==> config.mk <==
export PLATFORM = sky130hd
export DESIGN_NAME = fp_align_unit
export DESIGN_NICKNAME = d
export VERILOG_FILES = /design/src/rtl/fp_align_unit.sv
export SDC_FILE = /design/constraint.sdc
export NUM_CORES = 1
export LEC_CHECK = 0
export BUFFER_PORTS_ARGS = -buffer_cell sky130_fd_sc_hd__buf_2
export CAP_MARGIN = 20
export CELL_PAD_IN_SITES_DETAIL_PLACEMENT = 0
export CELL_PAD_IN_SITES_GLOBAL_PLACEMENT = 1
export CORE_ASPECT_RATIO = 0.9
export CORE_MARGIN = 2
export CORE_UTILIZATION = 35
export DETAILED_ROUTE_END_ITERATION = 10
export HOLD_SLACK_MARGIN = 0.15
export PLACE_DENSITY = 0.79
export SETUP_SLACK_MARGIN = 0.2
export SLEW_MARGIN = 20
export SYNTH_ARGS = -nofsm -noshare
export SYNTH_HDL_FRONTEND = slang
export SYNTH_SLANG_ARGS = --single-unit
==> constraint.sdc <==
create_clock -name clk -period 3.6 [get_ports clk]
set_input_delay 0 -clock clk [delete_from_list [all_inputs] [get_ports clk]]
set_output_delay 0 -clock clk [all_outputs]
set_load 0.05 [all_outputs]
==> src/rtl/fp_align_unit.sv <==
// fp_align_unit: operand pre-processing for the single-precision add/sub path.
// Picks the larger-magnitude operand, then right-shifts the smaller mantissa
// one bit per cycle (or flushes it in one step for large exponent gaps),
// collecting a sticky bit. One operation is in flight at a time.
module fp_align_unit #(
  parameter int EXP_W     = 8,
  parameter int MANT_W    = 24,
  parameter int FLUSH_LIM = 26
) (
  input  logic              clk,
  input  logic              rst,
  input  logic              in_valid,
  output logic              in_ready,
  input  logic [31:0]       a_in,
  input  logic [31:0]       b_in,
  input  logic              op_in,
  output logic              out_valid,
  input  logic              out_ready,
  output logic              s,
  output logic              sign_a,
  output logic              sign_b,
  output logic              op,
  output logic [EXP_W-1:0]  exp_out,
  output logic [MANT_W-1:0] mant_big,
  output logic [MANT_W-1:0] mant_small,
  output logic              sticky
);

  localparam int FRAC_W = MANT_W - 1;
  localparam int MAG_W  = EXP_W + FRAC_W;
  localparam logic [EXP_W-1:0]  EXP_ZERO  = {EXP_W{1'b0}};
  localparam logic [EXP_W-1:0]  EXP_ONE   = EXP_W'(1);
  localparam logic [EXP_W-1:0]  FLUSH_V   = EXP_W'(FLUSH_LIM);
  localparam logic [MANT_W-1:0] MANT_ZERO = {MANT_W{1'b0}};

  typedef enum logic [1:0] {
    ST_IDLE  = 2'd0,
    ST_SHIFT = 2'd1,
    ST_DONE  = 2'd2
  } state_t;

  // Denormals (exponent 0) behave as exponent 1 when measuring the gap.
  function automatic logic [EXP_W-1:0] eff_exp(input logic [EXP_W-1:0] e);
    return (e == EXP_ZERO) ? EXP_ONE : e;
  endfunction

  // Mantissa with the hidden bit restored (0 for denormals).
  function automatic logic [MANT_W-1:0] full_mant(input logic [EXP_W-1:0] e,
                                                  input logic [FRAC_W-1:0] f);
    return {(e != EXP_ZERO), f};
  endfunction

  state_t              state_q, state_d;
  logic [EXP_W-1:0]    cnt_q, cnt_d;
  logic                s_q, s_d;
  logic                sign_a_q, sign_a_d;
  logic                sign_b_q, sign_b_d;
  logic                op_q, op_d;
  logic [EXP_W-1:0]    exp_q, exp_d;
  logic [MANT_W-1:0]   mant_big_q, mant_big_d;
  logic [MANT_W-1:0]   mant_small_q, mant_small_d;
  logic                sticky_q, sticky_d;
  logic                out_valid_q, out_valid_d;

  logic [EXP_W-1:0]    exp_a_s, exp_b_s, eff_big_s, eff_small_s, diff_s;
  logic [MANT_W-1:0]   mant_a_s, mant_b_s, big_s, small_s;
  logic                swap_s;

  // Decode operands, choose larger magnitude and compute the exponent gap.
  always_comb begin
    exp_a_s  = a_in[FRAC_W +: EXP_W];
    exp_b_s  = b_in[FRAC_W +: EXP_W];
    mant_a_s = full_mant(exp_a_s, a_in[FRAC_W-1:0]);
    mant_b_s = full_mant(exp_b_s, b_in[FRAC_W-1:0]);
    swap_s   = (a_in[MAG_W-1:0] < b_in[MAG_W-1:0]);
    if (swap_s) begin
      big_s       = mant_b_s;
      small_s     = mant_a_s;
      eff_big_s   = eff_exp(exp_b_s);
      eff_small_s = eff_exp(exp_a_s);
    end else begin
      big_s       = mant_a_s;
      small_s     = mant_b_s;
      eff_big_s   = eff_exp(exp_a_s);
      eff_small_s = eff_exp(exp_b_s);
    end
    diff_s = eff_big_s - eff_small_s;
  end

  // Next-state and datapath update for the IDLE/SHIFT/DONE sequencer.
  always_comb begin
    state_d      = state_q;
    cnt_d        = cnt_q;
    s_d          = s_q;
    sign_a_d     = sign_a_q;
    sign_b_d     = sign_b_q;
    op_d         = op_q;
    exp_d        = exp_q;
    mant_big_d   = mant_big_q;
    mant_small_d = mant_small_q;
    sticky_d     = sticky_q;
    out_valid_d  = out_valid_q;
    case (state_q)
      ST_IDLE: begin
        out_valid_d = 1'b0;
        if (in_valid) begin
          s_d          = swap_s;
          sign_a_d     = a_in[MAG_W];
          sign_b_d     = b_in[MAG_W];
          op_d         = op_in;
          exp_d        = swap_s ? exp_b_s : exp_a_s;
          mant_big_d   = big_s;
          mant_small_d = small_s;
          sticky_d     = 1'b0;
          cnt_d        = diff_s;
          if (diff_s == EXP_ZERO) begin
            state_d = ST_DONE;
          end else if (diff_s >= FLUSH_V) begin
            // Every bit would fall off the end: collapse it into sticky now.
            sticky_d     = |small_s;
            mant_small_d = MANT_ZERO;
            state_d      = ST_DONE;
          end else begin
            state_d = ST_SHIFT;
          end
        end else begin
          state_d = ST_IDLE;
        end
      end
      ST_SHIFT: begin
        mant_small_d = mant_small_q >> 1;
        sticky_d     = sticky_q | mant_small_q[0];
        cnt_d        = cnt_q - EXP_ONE;
        if (cnt_q == EXP_ONE) begin
          state_d = ST_DONE;
        end else begin
          state_d = ST_SHIFT;
        end
      end
      ST_DONE: begin
        // Data is already settled; out_valid follows one edge later.
        if (out_valid_q && out_ready) begin
          out_valid_d = 1'b0;
          state_d     = ST_IDLE;
        end else begin
          out_valid_d = 1'b1;
          state_d     = ST_DONE;
        end
      end
      default: begin
        out_valid_d = 1'b0;
        state_d     = ST_IDLE;
      end
    endcase
  end

  // State and output registers with synchronous reset to all-zero.
  always_ff @(posedge clk) begin
    if (rst) begin
      state_q      <= ST_IDLE;
      cnt_q        <= EXP_ZERO;
      s_q          <= 1'b0;
      sign_a_q     <= 1'b0;
      sign_b_q     <= 1'b0;
      op_q         <= 1'b0;
      exp_q        <= EXP_ZERO;
      mant_big_q   <= MANT_ZERO;
      mant_small_q <= MANT_ZERO;
      sticky_q     <= 1'b0;
      out_valid_q  <= 1'b0;
    end else begin
      state_q      <= state_d;
      cnt_q        <= cnt_d;
      s_q          <= s_d;
      sign_a_q     <= sign_a_d;
      sign_b_q     <= sign_b_d;
      op_q         <= op_d;
      exp_q        <= exp_d;
      mant_big_q   <= mant_big_d;
      mant_small_q <= mant_small_d;
      sticky_q     <= sticky_d;
      out_valid_q  <= out_valid_d;
    end
  end

  assign in_ready   = (state_q == ST_IDLE) && !rst;
  assign out_valid  = out_valid_q;
  assign s          = s_q;
  assign sign_a     = sign_a_q;
  assign sign_b     = sign_b_q;
  assign op         = op_q;
  assign exp_out    = exp_q;
  assign mant_big   = mant_big_q;
  assign mant_small = mant_small_q;
  assign sticky     = sticky_q;

endmodule

# Word level (Yosys, flattened, before mapping)

Index checks and enable logic that the tools add are counted.

Register bits after elaboration: 72
Latch bits: 0
Bits in writable memories: 0
Memory bits (read-only): 0
Input bits: 69
Output and inout bits: 63
Logic and storage cells: 58
Memories kept: 0

$add $sub $neg: 2
Multiply operators: 0
Divide/modulo/power cells: 0
$lt $le $gt $ge: 2
Equality and inequality tests: 4
Shifts and indexed selects: 0
Muxes and demuxes: 25
Bitwise logic cells: 1
Reduce and logical (&&, ||, !) cells: 13

Operator list:

| kind                                                 | count |
|---|---|
| 2-to-1 mux 24 bit                                    | 5 |
| 2-to-1 mux 8 bit                                     | 6 |
| one-hot mux 24 bit (2 select lines)                  | 1 |
| < comparator 31 bit                                  | 1 |
| zero test 8 bit                                      | 3 |
| OR reduction 24 bit                                  | 1 |
| one-hot mux 8 bit (2 select lines)                   | 1 |
| nonzero test 8 bit                                   | 2 |
| 2-to-1 mux 2 bit                                     | 5 |
| equality test 8 x 1 -> 1 bit (second input constant) | 1 |
| >= comparator 8 x 5 -> 1 bit (second input constant) | 1 |
| subtractor 8 x 1 -> 8 bit (second input constant)    | 1 |
| subtractor 8 bit                                     | 1 |
| one-hot mux 2 bit (3 select lines)                   | 1 |
| 2-to-1 mux 1 bit                                     | 4 |
| one-hot mux 1 bit (2 select lines)                   | 2 |
| AND reduction 2 bit                                  | 2 |
| equality test 2 x 1 -> 1 bit (second input constant) | 1 |
| equality test 2 bit (second input constant)          | 1 |
| logical AND 1 bit                                    | 2 |
| zero test 2 bit                                      | 1 |
| inequality test 2 bit (second input constant)        | 1 |
| nonzero test 2 bit                                   | 1 |
| zero test 1 bit                                      | 1 |
| bitwise OR 1 bit                                     | 1 |

# Depth between registers and ports, before layout

Gate-level depths: netlist of run 1.

Depth in word-level cells: 9
Gate-level depth with buffers: 21
Depth with buffers taken out: 17

# Worst setup path after synthesis of run 1

OpenSTA, ideal clock, no wires.

Path kind: input-to-reg
Start point: input b_in[29]
End point: register mant_small_q[10] (netlist: mant_small[10])
Library setup time: 74 ps
Arrival time: 3,586 ps
Required time: 3,526 ps
Slack: -60 ps
Cell stages on the path: 20
Path buffers: 3
Cell sequence: inv_1 -> ha_1 -> nand4_1 -> nor4_1 -> a22oi_1 -> o211ai_1 -> a31oi_1 -> buf_6 -> buf_4 -> mux2_1 -> ha_1 -> fa_1 -> nand2b_1 -> a21oi_1 -> nor4_1 -> a31o_1 -> nor3b_2 -> nand3b_4 -> buf_6 -> o22ai_2

Cells in the longest elaborated chain, start to end: 9
Elaborated cells on any way between the ends: 13
Those cells by class: add/sub (1); order compare (2); mux (8); reduce/logical (2)

Ends and longest elaborated chain:

| element                                                     | RTL line | text |
|---|---|---|
| start: declaration                                          | 15       | `input logic [31:0] b_in,` |
| branches (longest 6 deep; another with < comparator 31 bit) | --       |  |
| 2-to-1 mux 24 bit *                                         | 116      | `if (diff_s == EXP_ZERO) begin` |
| 2-to-1 mux 24 bit *                                         | 106      | `if (in_valid) begin` |
| one-hot mux 24 bit (2 select lines) *                       | 103      | `case (state_q)` |
| end signal: assignment                                      | 180      | `mant_small_q <= mant_small_d;` |
| end: declaration                                            | 61       | `logic [MANT_W-1:0] mant_small_q, mant_small_d;` |

Mark *: on every way between the ends. The select of a mux whose other input is x is not followed.
A chain may end at the register's enable or synchronous reset.

# Final worst setup path of run 1

Start point: input b_in[24]
End point: register sticky_q (netlist: sticky)

Cells in the longest elaborated chain, start to end: 9
Elaborated cells on any way between the ends: 15
Those cells by class: add/sub (1); order compare (2); mux (8); reduce/logical (4)

Ends and longest elaborated chain:

| element                                                     | RTL line | text |
|---|---|---|
| branches (longest 6 deep; another with < comparator 31 bit) | --       |  |
| 2-to-1 mux 1 bit *                                          | 116      |  |
| 2-to-1 mux 1 bit *                                          | 106      |  |
| one-hot mux 1 bit (2 select lines) *                        | 103      |  |
| end signal: assignment                                      | 181      | `sticky_q <= sticky_d;` |
| end: declaration                                            | 62       | `logic sticky_q, sticky_d;` |

Marked as above.

==> impl_metrics.json, run 1 <==
{
  "finalHoldViolations": 0,
  "wire_per_inst_um": 16.9,
  "worstPathArrival_ns": 3.67,
  "clk_pin_slew_ns": 0.06,
  "final.setup.tns_ns": 0,
  "slew_headroom": 0.443,
  "vias_per_cell": 5.21,
  "ioPinCount": 132,
  "grt-ovfl-total": 0,
  "ys_ff_latch": 72,
  "clock_skew_ns": 0.00745,
  "crit_family": "compound AO/OA/AOI/OAI gates",
  "grt_pass1_wl_mm": 26.3,
  "p_leak_nw": 3.72,
  "synth_edf_count": 0,
  "drcViolationCount": 0,
  "dp_hpwl_mm": 12.8,
  "cts_tree": "built",
  "endpoint_kind": "register",
  "synth_cells": 586,
  "fin_nets": 969,
  "antenna_found_initial": 4,
  "cp_cell_sequence": "buf_2 > inv_2 > ha_4 > nand4_1 > nor2_1 > a22oi_1 > o211ai_1 > a31oi_4 > buf_12 > mux2_4 > ha_4 > fa_2 > nand2b_4 > a21oi_4 > nor4_4 > a31o_1 > nor3b_4 > buf_6 > a21oi_2 > a31o_1",
  "cts_root_buf": "clkbuf_16",
  "yosysWarnings": 0,
  "fin_crit_sh": 0.953,
  "netlist_area_um2": 4910,
  "async_reset_ff_frac": 0,
  "setup_viol": 0,
  "clk_latency_ns": 0.35,
  "die_area_um2": 15000,
  "vias": 5421,
  "drive_above_1_share": 0.396,
  "fin_area_um2": 7760,
  "slowest_stage": "fa_2",
  "synth.top_cell.area_share": 0.294,
  "rows": 41,
  "fp.coreArea_um2": 13900,
  "grt_max_degree": 40,
  "worst_pin_slew_ns": 0.833,
  "clockBufferDepth": 2,
  "drtPass1Iterations": 5,
  "dieHeight_um": 116,
  "postSynthAreaPerCell_um2": 8.38,
  "outcome": "finished, final reports clean",
  "cap_violations": 0,
  "syn2layout_area_growth_pct": 58.0,
  "cts_max_level": 3,
  "clkSinkCount": 72,
  "utilization": 0.560,
  "crit_path_start_kind": "input port",
  "numCtsBuffers": 9,
  "max_freq_mhz": 291,
  "place_congestion": 0.958,
  "grt_usage": 0.225,
  "layout_setup_ws_ns": 0.168,
  "path_class": "input port to register",
  "hold_class": "input port to register",
  "dpl_cell_area_um2": 6470,
  "synth.most_common_cell": "dfxtp_1",
  "syn_nets": 696,
  "synth.largest_area_cell": "dfxtp_1",
  "yosysUniqueCellTypes": 50,
  "slowest_delay_ns": 0.38,
  "grt_pass1_vias": 5157,
  "portBuffers": 131,
  "ys_seq_area_frac": 0.294,
  "fin_crit_ns": 3.43,
  "drv_slew": 0,
  "irDropWorstVdd_mv": 0.265,
  "grt_setup_unrepaired": "true",
  "p_per_area_nw_per_um2": 469,
  "required_ns": 3.84,
  "ys.flop_type": "dfxtp_1",
  "synthTopCellsByArea": "dfxtp_1, mux2i_1, ha_1",
  "drt_wl_total_mm": 17.6,
  "die_w_um": 129,
  "pre_cts_slack_ns": -0.388,
  "initial_core_util": 0.354,
  "drt_iter0_markers": 338,
  "critPathMaxFanout": 6,
  "whs_ns": 0.161,
  "cp_num_buf_inv": 4,
  "drt.antenna.violating_nets": 0,
  "synth_common_cells": "dfxtp_1, nor2_1, a21oi_1, mux2i_1, ha_1"
}
tightest hold or removal path, stage by stage:
cell	delay, ns
buf_2	0.11
buf_4	0.14
mux2i_1	0.13
a211oi_1	0.08
flip-flops by register name, indices dropped and copies added, names as in the netlist:
register and cells:
sticky 1, cnt_q 8, out_valid 1, exp_out 8
op 1, sign_a 1, mant_big 24, state_q 2
mant_small 24, s 1, sign_b 1
per-stage QoR:
step	power (mW)	instances
after CTS	3.56	1031
after global routing	3.83	1040
after detailed placement	2.54	959
after floorplan	2.02	586
final	3.64	1040
after global placement	2.51	958
layout by cell type (no fill, tap or decap), types with 3 or more instances in the layout:
master	netlist	layout
a211oi_1	28	28
a21oi_1	62	52
a21oi_2	0	9
a31oi_1	4	3
and3_1	23	23
buf_12	0	3
buf_2	3	124
buf_4	2	112
buf_6	5	6
clkbuf_16	0	10
dfxtp_1	72	72
diode_2	0	4
dlygate4sd3_1	0	51
ha_1	40	21
ha_4	0	18
inv_1	39	27
inv_2	0	10
mux2_1	6	5
mux2i_1	53	53
nand2_1	34	33
nand3_1	4	4
nand4_1	5	5
nor2_1	68	67
nor3_1	7	7
nor4_1	19	17
o21a_1	5	5
o21ai_0	11	4
o21ai_1	5	9
o21ai_2	0	3
o22ai_1	5	5
o22ai_2	20	20
or4_1	4	4
xor2_1	3	3
what timing repair did:
action / CTS / global route
endpoints found under the hold margin: 39 / 0
resized for setup: 5 / 63
hold buffers: 51 / 0
cloned: 0 / 1
pin swaps: 2 / 21
setup buffers: 5 / 4
endpoints found under the setup margin: 27 / 29
kinds of logic (layout without fill, tap and decap cells):
family,Yosys count,count (layout),synth area share
compound gates,156,156,0.224
buf+inv,75,353,0.0673
mux,59,59,0.122
xor+xnor,5,5,0.00892
flops,72,72,0.294
fa+ha+maj,41,41,0.106
simple gates,178,178,0.178
other cells,0,4,0
per-layer routing:
layer | track usage | vias to the layer above | part of all wire
li1 | - | 2705 | -
met1 | 0.312 | 2562 | 0.48
met2 | 0.354 | 123 | 0.45
met3 | 0.0270 | 31 | 0.040
met4 | 0.0964 | 0 | 0.031
met5 | 0 | - | 0
final timing paths:
check	startpoint	endpoint	slack [ns]	depth (start not counted)
max reg2reg	state_q[0]	mant_big[15]	1.53	5
min	a_in[17]	mant_big[17]	0.16	4
max	b_in[24]	sticky	0.17	20
min reg2reg	sign_a	sign_a	0.45	2
area by class of cell:
cell class / instances / area (um^2)
diodes: 4 / 10.0
clock buffers: 9 / 225
clock inverters: 7 / 72.6
fillers: 1261 / 6090
inverters: 39 / 151
multi-input cells: 439 / 3500
flip-flops and latches: 72 / 1440
well taps: 172 / 215
repair buffers: 298 / 2140
report_power, final:
part           internal [mW]  switching (mW)
Clock                  0.536           0.381
Sequential             0.915          0.0865
Combinational          0.695            1.03
No activity file was read; power rests on OpenSTA's default activity.
==> inputs of run 2 (changes only) <==
--- a/config.mk
+++ b/config.mk
@@ -12,9 +12,10 @@
 export CORE_ASPECT_RATIO = 0.9
 export CORE_MARGIN = 2
 export CORE_UTILIZATION = 35
+export CTS_CLUSTER_DIAMETER = 30
 export DETAILED_ROUTE_END_ITERATION = 10
 export HOLD_SLACK_MARGIN = 0.15
-export PLACE_DENSITY = 0.79
+export PLACE_DENSITY_LB_ADDON = 0.1
 export SETUP_SLACK_MARGIN = 0.2
 export SLEW_MARGIN = 20
 export SYNTH_ARGS = -nofsm -noshare
==> impl_metrics.json, run 2 (synthesis results as in run 1) <==
{
  "outcome": "finished, final reports clean",
  "vias_per_cell": 5.15,
  "ioPinCount": 132,
  "clk_latency_ns": 0.35,
  "required_ns": 3.87,
  "numCtsBuffers": 9,
  "globalRouteMet3Util": 0.0376,
  "busiest_layer": "met2",
  "die_w_um": 129,
  "dieHeight_um": 116,
  "initial_core_util": 0.354,
  "dpl_cell_area_um2": 6510,
  "final_cell_mix": "buf_2, buf_4, dfxtp_1",
  "grt_max_degree": 55,
  "cts_tree": "built",
  "fin_crit_ns": 3.34,
  "pre_cts_slack_ns": -0.390,
  "fin_nets": 977,
  "path_class": "input port to register",
  "dp_hpwl_mm": 13.0,
  "fp.coreArea_um2": 13900,
  "wire_per_inst_um": 17.1,
  "cts_root_buf": "clkbuf_16",
  "antenna_cells": 0,
  "fin_crit_sh": 0.927,
  "rr_worst_depth": 5,
  "drive_above_1_share": 0.412,
  "drt_wl_total_mm": 17.9,
  "grt_use_met1": 0.335,
  "p_sw_mw": 1.52,
  "max_freq_mhz": 300,
  "critPathMaxFanout": 7,
  "antenna_found_initial": 0,
  "drv_slew": 0,
  "drtPass1Iterations": 4,
  "place_congestion": 0.904,
  "clockBufferDepth": 2,
  "drt_iter0_markers": 258,
  "layout_commonest_cell": "buf_2",
  "fin_area_um2": 7990,
  "slew_headroom": 0.428,
  "worst_pin_slew_ns": 0.856,
  "die_area_um2": 15000,
  "p_clk_frac": 0.267,
  "drcViolationCount": 0,
  "grt_pass1_wl_mm": 26.7,
  "drt.antenna.violating_nets": 0,
  "p_leak_nw": 3.82,
  "setup_viol": 0,
  "internal_power_mw": 2.26,
  "crit_path_start_kind": "input port",
  "finalHoldViolations": 0,
  "p_per_area_nw_per_um2": 473,
  "cap_violations": 0,
  "worstPathArrival_ns": 3.61,
  "syn2layout_area_growth_pct": 62.7,
  "rows": 41,
  "clkSinkCount": 72,
  "p_comb_frac": 0.468,
  "grt_usage": 0.230,
  "switching_share": 0.403,
  "endpoint_kind": "register",
  "utilization": 0.577,
  "irDropWorstVdd_mv": 0.293,
  "layout_setup_ws_ns": 0.262,
  "power_mw": 3.78,
  "use_met2": 0.354,
  "clk_pin_slew_ns": 0.06,
  "vias": 5378,
  "cts_max_level": 3,
  "p_seq_frac": 0.264,
  "grt_setup_unrepaired": "true",
  "grt-ovfl-total": 0,
  "portBuffers": 131,
  "clock_skew_ns": 0.00895,
  "holdPathStages": 4,
  "grt_pass1_vias": 5060,
  "hold_class": "input port to register"
}
## run 2: cell types whose count changed in the layout (fill, tap and decap cells not counted), sizes merged
cell,before,now
inv,39,41
buf,246,252
clkinvlp,2,0
bufinv,1,2
diode,4,0
clkinv,4,3
clkbuf,10,11
dlygate4sd3,51,52
## run 2: repair_timing
item                                    4_1_cts  5_1_grt
endpoints found under the hold margin        36        0
hold buffers                                 52        0
endpoints found under the setup margin       28       28
gates cloned                                  0        2
gates resized for setup                      10       88
buffers inserted                              5        5
pin swaps                                     5       17
## run 2: worst paths after layout
check / startpoint / endpoint / slack [ns]
worst max-delay path: a_in[8] / mant_small[1] / 0.26
worst min register to register: sign_a / sign_a / 0.45
worst max register to register: cnt_q[3] / state_q[1] / 1.62
worst min-delay path: b_in[9] / mant_big[9] / 0.15
## run 2: final cells by class
class,count,area (um^2)
sequential,72,1440
multi-input combinational,439,3570
tap,172,215
fill,1285,5860
clock inverter,7,103
inverter,39,154
timing repair buffer,306,2280
clock buffer,9,225
## run 2: stage by stage
stage	hold slack [ns]	setup TNS [ns]	cells
3_5_place_dp	0.248	-9.34	964
3_3_place_gp	0.242	-7.11	964
5_1_grt	0.183	0	1044
4_1_cts	0.150	0	1037
2_1_floorplan	0.136	0	586
6_report	0.153	0	1044
## run 2: power groups by stage
stage / registers [mW] / clock network [mW] / logic (mW)
5_1_grt: 1.01 / 1.06 / 1.91
4_1_cts: 0.999 / 1.03 / 1.65
3_5_place_dp: 1.02 / 0 / 1.54
2_1_floorplan: 1.31 / 0 / 0.712
3_3_place_gp: 1.01 / 0 / 1.52
6_report: 0.999 / 1.01 / 1.77
## run 2: critical path, cell delays in order
cell and delay [ns]:
buf_2 0.11, ha_1 0.32, a21oi_2 0.15, o21ai_1 0.11
a21oi_2 0.18, o41ai_2 0.09, buf_4 0.14, a31oi_4 0.18
buf_6 0.15, mux2_4 0.32, ha_4 0.17, fa_2 0.34
nand2b_4 0.16, a21oi_4 0.14, nor4_2 0.05, a31o_1 0.22
nor3b_4 0.25, nand3b_4 0.21, buf_4 0.20, o22ai_1 0.11
## run 2: metal layers
layer / vias up / share of wire
li1: 2718 / -
met1: 2508 / 0.49
met2: 133 / 0.46
met3: 19 / 0.039
met4: 0 / 0.013
met5: - / 0
==> inputs of run 3 (changes only) <==
--- a/config.mk
+++ b/config.mk
@@ -7,12 +7,12 @@
 export LEC_CHECK = 0
 export BUFFER_PORTS_ARGS = -buffer_cell sky130_fd_sc_hd__buf_2
 export CAP_MARGIN = 20
-export CELL_PAD_IN_SITES_DETAIL_PLACEMENT = 0
+export CELL_PAD_IN_SITES_DETAIL_PLACEMENT = 1
 export CELL_PAD_IN_SITES_GLOBAL_PLACEMENT = 1
 export CORE_ASPECT_RATIO = 0.9
 export CORE_MARGIN = 2
 export CORE_UTILIZATION = 35
-export CTS_CLUSTER_DIAMETER = 30
+export CTS_CLUSTER_DIAMETER = 150
 export DETAILED_ROUTE_END_ITERATION = 10
 export HOLD_SLACK_MARGIN = 0.15
 export PLACE_DENSITY_LB_ADDON = 0.1
==> impl_metrics.json, run 3 (synthesis results as in run 1) <==
{
  "endpoint_kind": "register",
  "drv_slew": 0,
  "rr_worst_depth": 5,
  "max_freq_mhz": 291,
  "vias": 5717,
  "setup_viol": 0,
  "fin_nets": 974,
  "drt.antenna.violating_nets": 0,
  "final_cell_mix": "buf_2, buf_4, dfxtp_1",
  "cts_tree": "built",
  "layout.cells.non_filler": 1044,
  "fp.coreArea_um2": 13900,
  "regToRegEndpoint": "mant_big[15]",
  "whs_ns": 0.164,
  "layout_setup_ws_ns": 0.159,
  "dp.cells": 964,
  "utilization": 0.565,
  "slew_headroom": 0.430,
  "crit_path_start_kind": "input port",
  "drcViolationCount": 0,
  "r2r-start": "state_q[0]",
  "antenna_found_initial": 3,
  "path_class": "input port to register",
  "reg2reg_slack_ns": 1.53,
  "grt_usage": 0.266,
  "dpl_cell_area_um2": 6510,
  "wire_per_inst_um": 20.3,
  "hp-start": "b_in[23]",
  "cap_violations": 0,
  "clk_latency_ns": 0.35,
  "slowest_stage": "or4_1",
  "grt_setup_unrepaired": "true",
  "p_leak_nw": 3.76,
  "hold_path_end": "exp_out[0]",
  "cp_cell_sequence": "buf_2 > ha_4 > nand4_1 > nor4_4 > a22oi_2 > o211ai_1 > a31oi_4 > buf_12 > mux2_1 > ha_1 > or4_1 > o22ai_2 > xnor2_2 > a31oi_4 > nand3b_4 > buf_12 > o22ai_4",
  "p_per_area_nw_per_um2": 467,
  "hold_class": "input port to register",
  "power_mw": 3.65,
  "dp_hpwl_mm": 14.3,
  "required_ns": 3.88,
  "dieHeight_um": 116,
  "finalHoldViolations": 0,
  "drive_above_1_share": 0.412,
  "grt-ovfl-total": 0,
  "fin_crit_sh": 0.956,
  "rows": 41,
  "fin_crit_ns": 3.44,
  "fin_area_um2": 7830,
  "ioPinCount": 132,
  "drt_wl_total_mm": 21.2,
  "slowest_delay_ns": 0.55,
  "cts_max_level": 3,
  "clkSinkCount": 72,
  "drtPass1Iterations": 4,
  "cts_root_buf": "clkbuf_16",
  "critPathMaxFanout": 7,
  "worstPathArrival_ns": 3.72,
  "outcome": "finished, final reports clean",
  "vias_per_cell": 5.48,
  "drt_iter0_markers": 267,
  "initial_core_util": 0.354,
  "holdPathStages": 4,
  "grt_pass1_vias": 5807,
  "grt_pass1_wl_mm": 30.7,
  "pre_cts_slack_ns": -0.456,
  "final.setup.tns_ns": 0,
  "place_congestion": 0.904,
  "grt_max_degree": 55,
  "multi_input_area_um2": 3560,
  "die_area_um2": 15000,
  "portBuffers": 131,
  "die_w_um": 129,
  "clk_pin_slew_ns": 0.06,
  "nFillCells": 1654,
  "irDropWorstVdd_mv": 0.308,
  "layout_commonest_cell": "buf_2",
  "syn2layout_area_growth_pct": 59.5,
  "numCtsBuffers": 9,
  "worst_pin_slew_ns": 0.853,
  "register_area_um2": 1440,
  "clock_skew_ns": 0.00465,
  "clockBufferDepth": 2
}
==> run 3: worst max path at each step <==
stage                         from              to  slack, ns  cells past startpoint
after floorplan           b_in[29]  mant_small[10]       0.20                     20
after global placement    b_in[10]          sticky      -0.29                     21
after detailed placement  a_in[10]          sticky      -0.46                     20
after CTS                 b_in[25]          sticky       0.21                     20
after global routing      a_in[23]   mant_small[8]     -0.004                     20
final                     a_in[23]   mant_small[8]       0.16                     17
==> run 3: timing repair <==
action                     CTS  global route
cloned                       0             1
gates resized for setup     10            73
setup buffers                2             9
hold endpoints to repair    34             0
pin swaps                    8            14
setup endpoints to repair   29            29
hold buffers                49             0
==> run 3: cell type report <==
class	count	share of cell area
flip-flops and latches	72	0.184
multi-input cells	439	0.454
clock inverters	6	0.00543
clock buffers	10	0.0292
repair buffers	303	0.279
diodes	3	0.000959
inverters	39	0.0193
well taps	172	0.0275
==> run 3: critical path, delay by kind of cell <==
kind            cells  cell delay [ns]
xor+xnor            1             0.13
compound gates      6             0.85
fa+ha+maj           2             0.50
simple gates        4             1.37
buf+inv             3             0.50
mux                 1             0.36
==> run 3: per-layer routing <==
metal  part of all wire  track usage  up-vias
li1                   -            -     2700
met5                  0            0        -
met3              0.041       0.0421       53
met2               0.48        0.442      163
met1               0.45        0.354     2801
met4              0.032       0.0884        0
==> run 3: where the power goes <==
part	internal [mW]	total, mW	switching, mW
clock network	0.469	0.855	0.386
logic	0.709	1.80	1.09
registers	0.915	1.00	0.0873
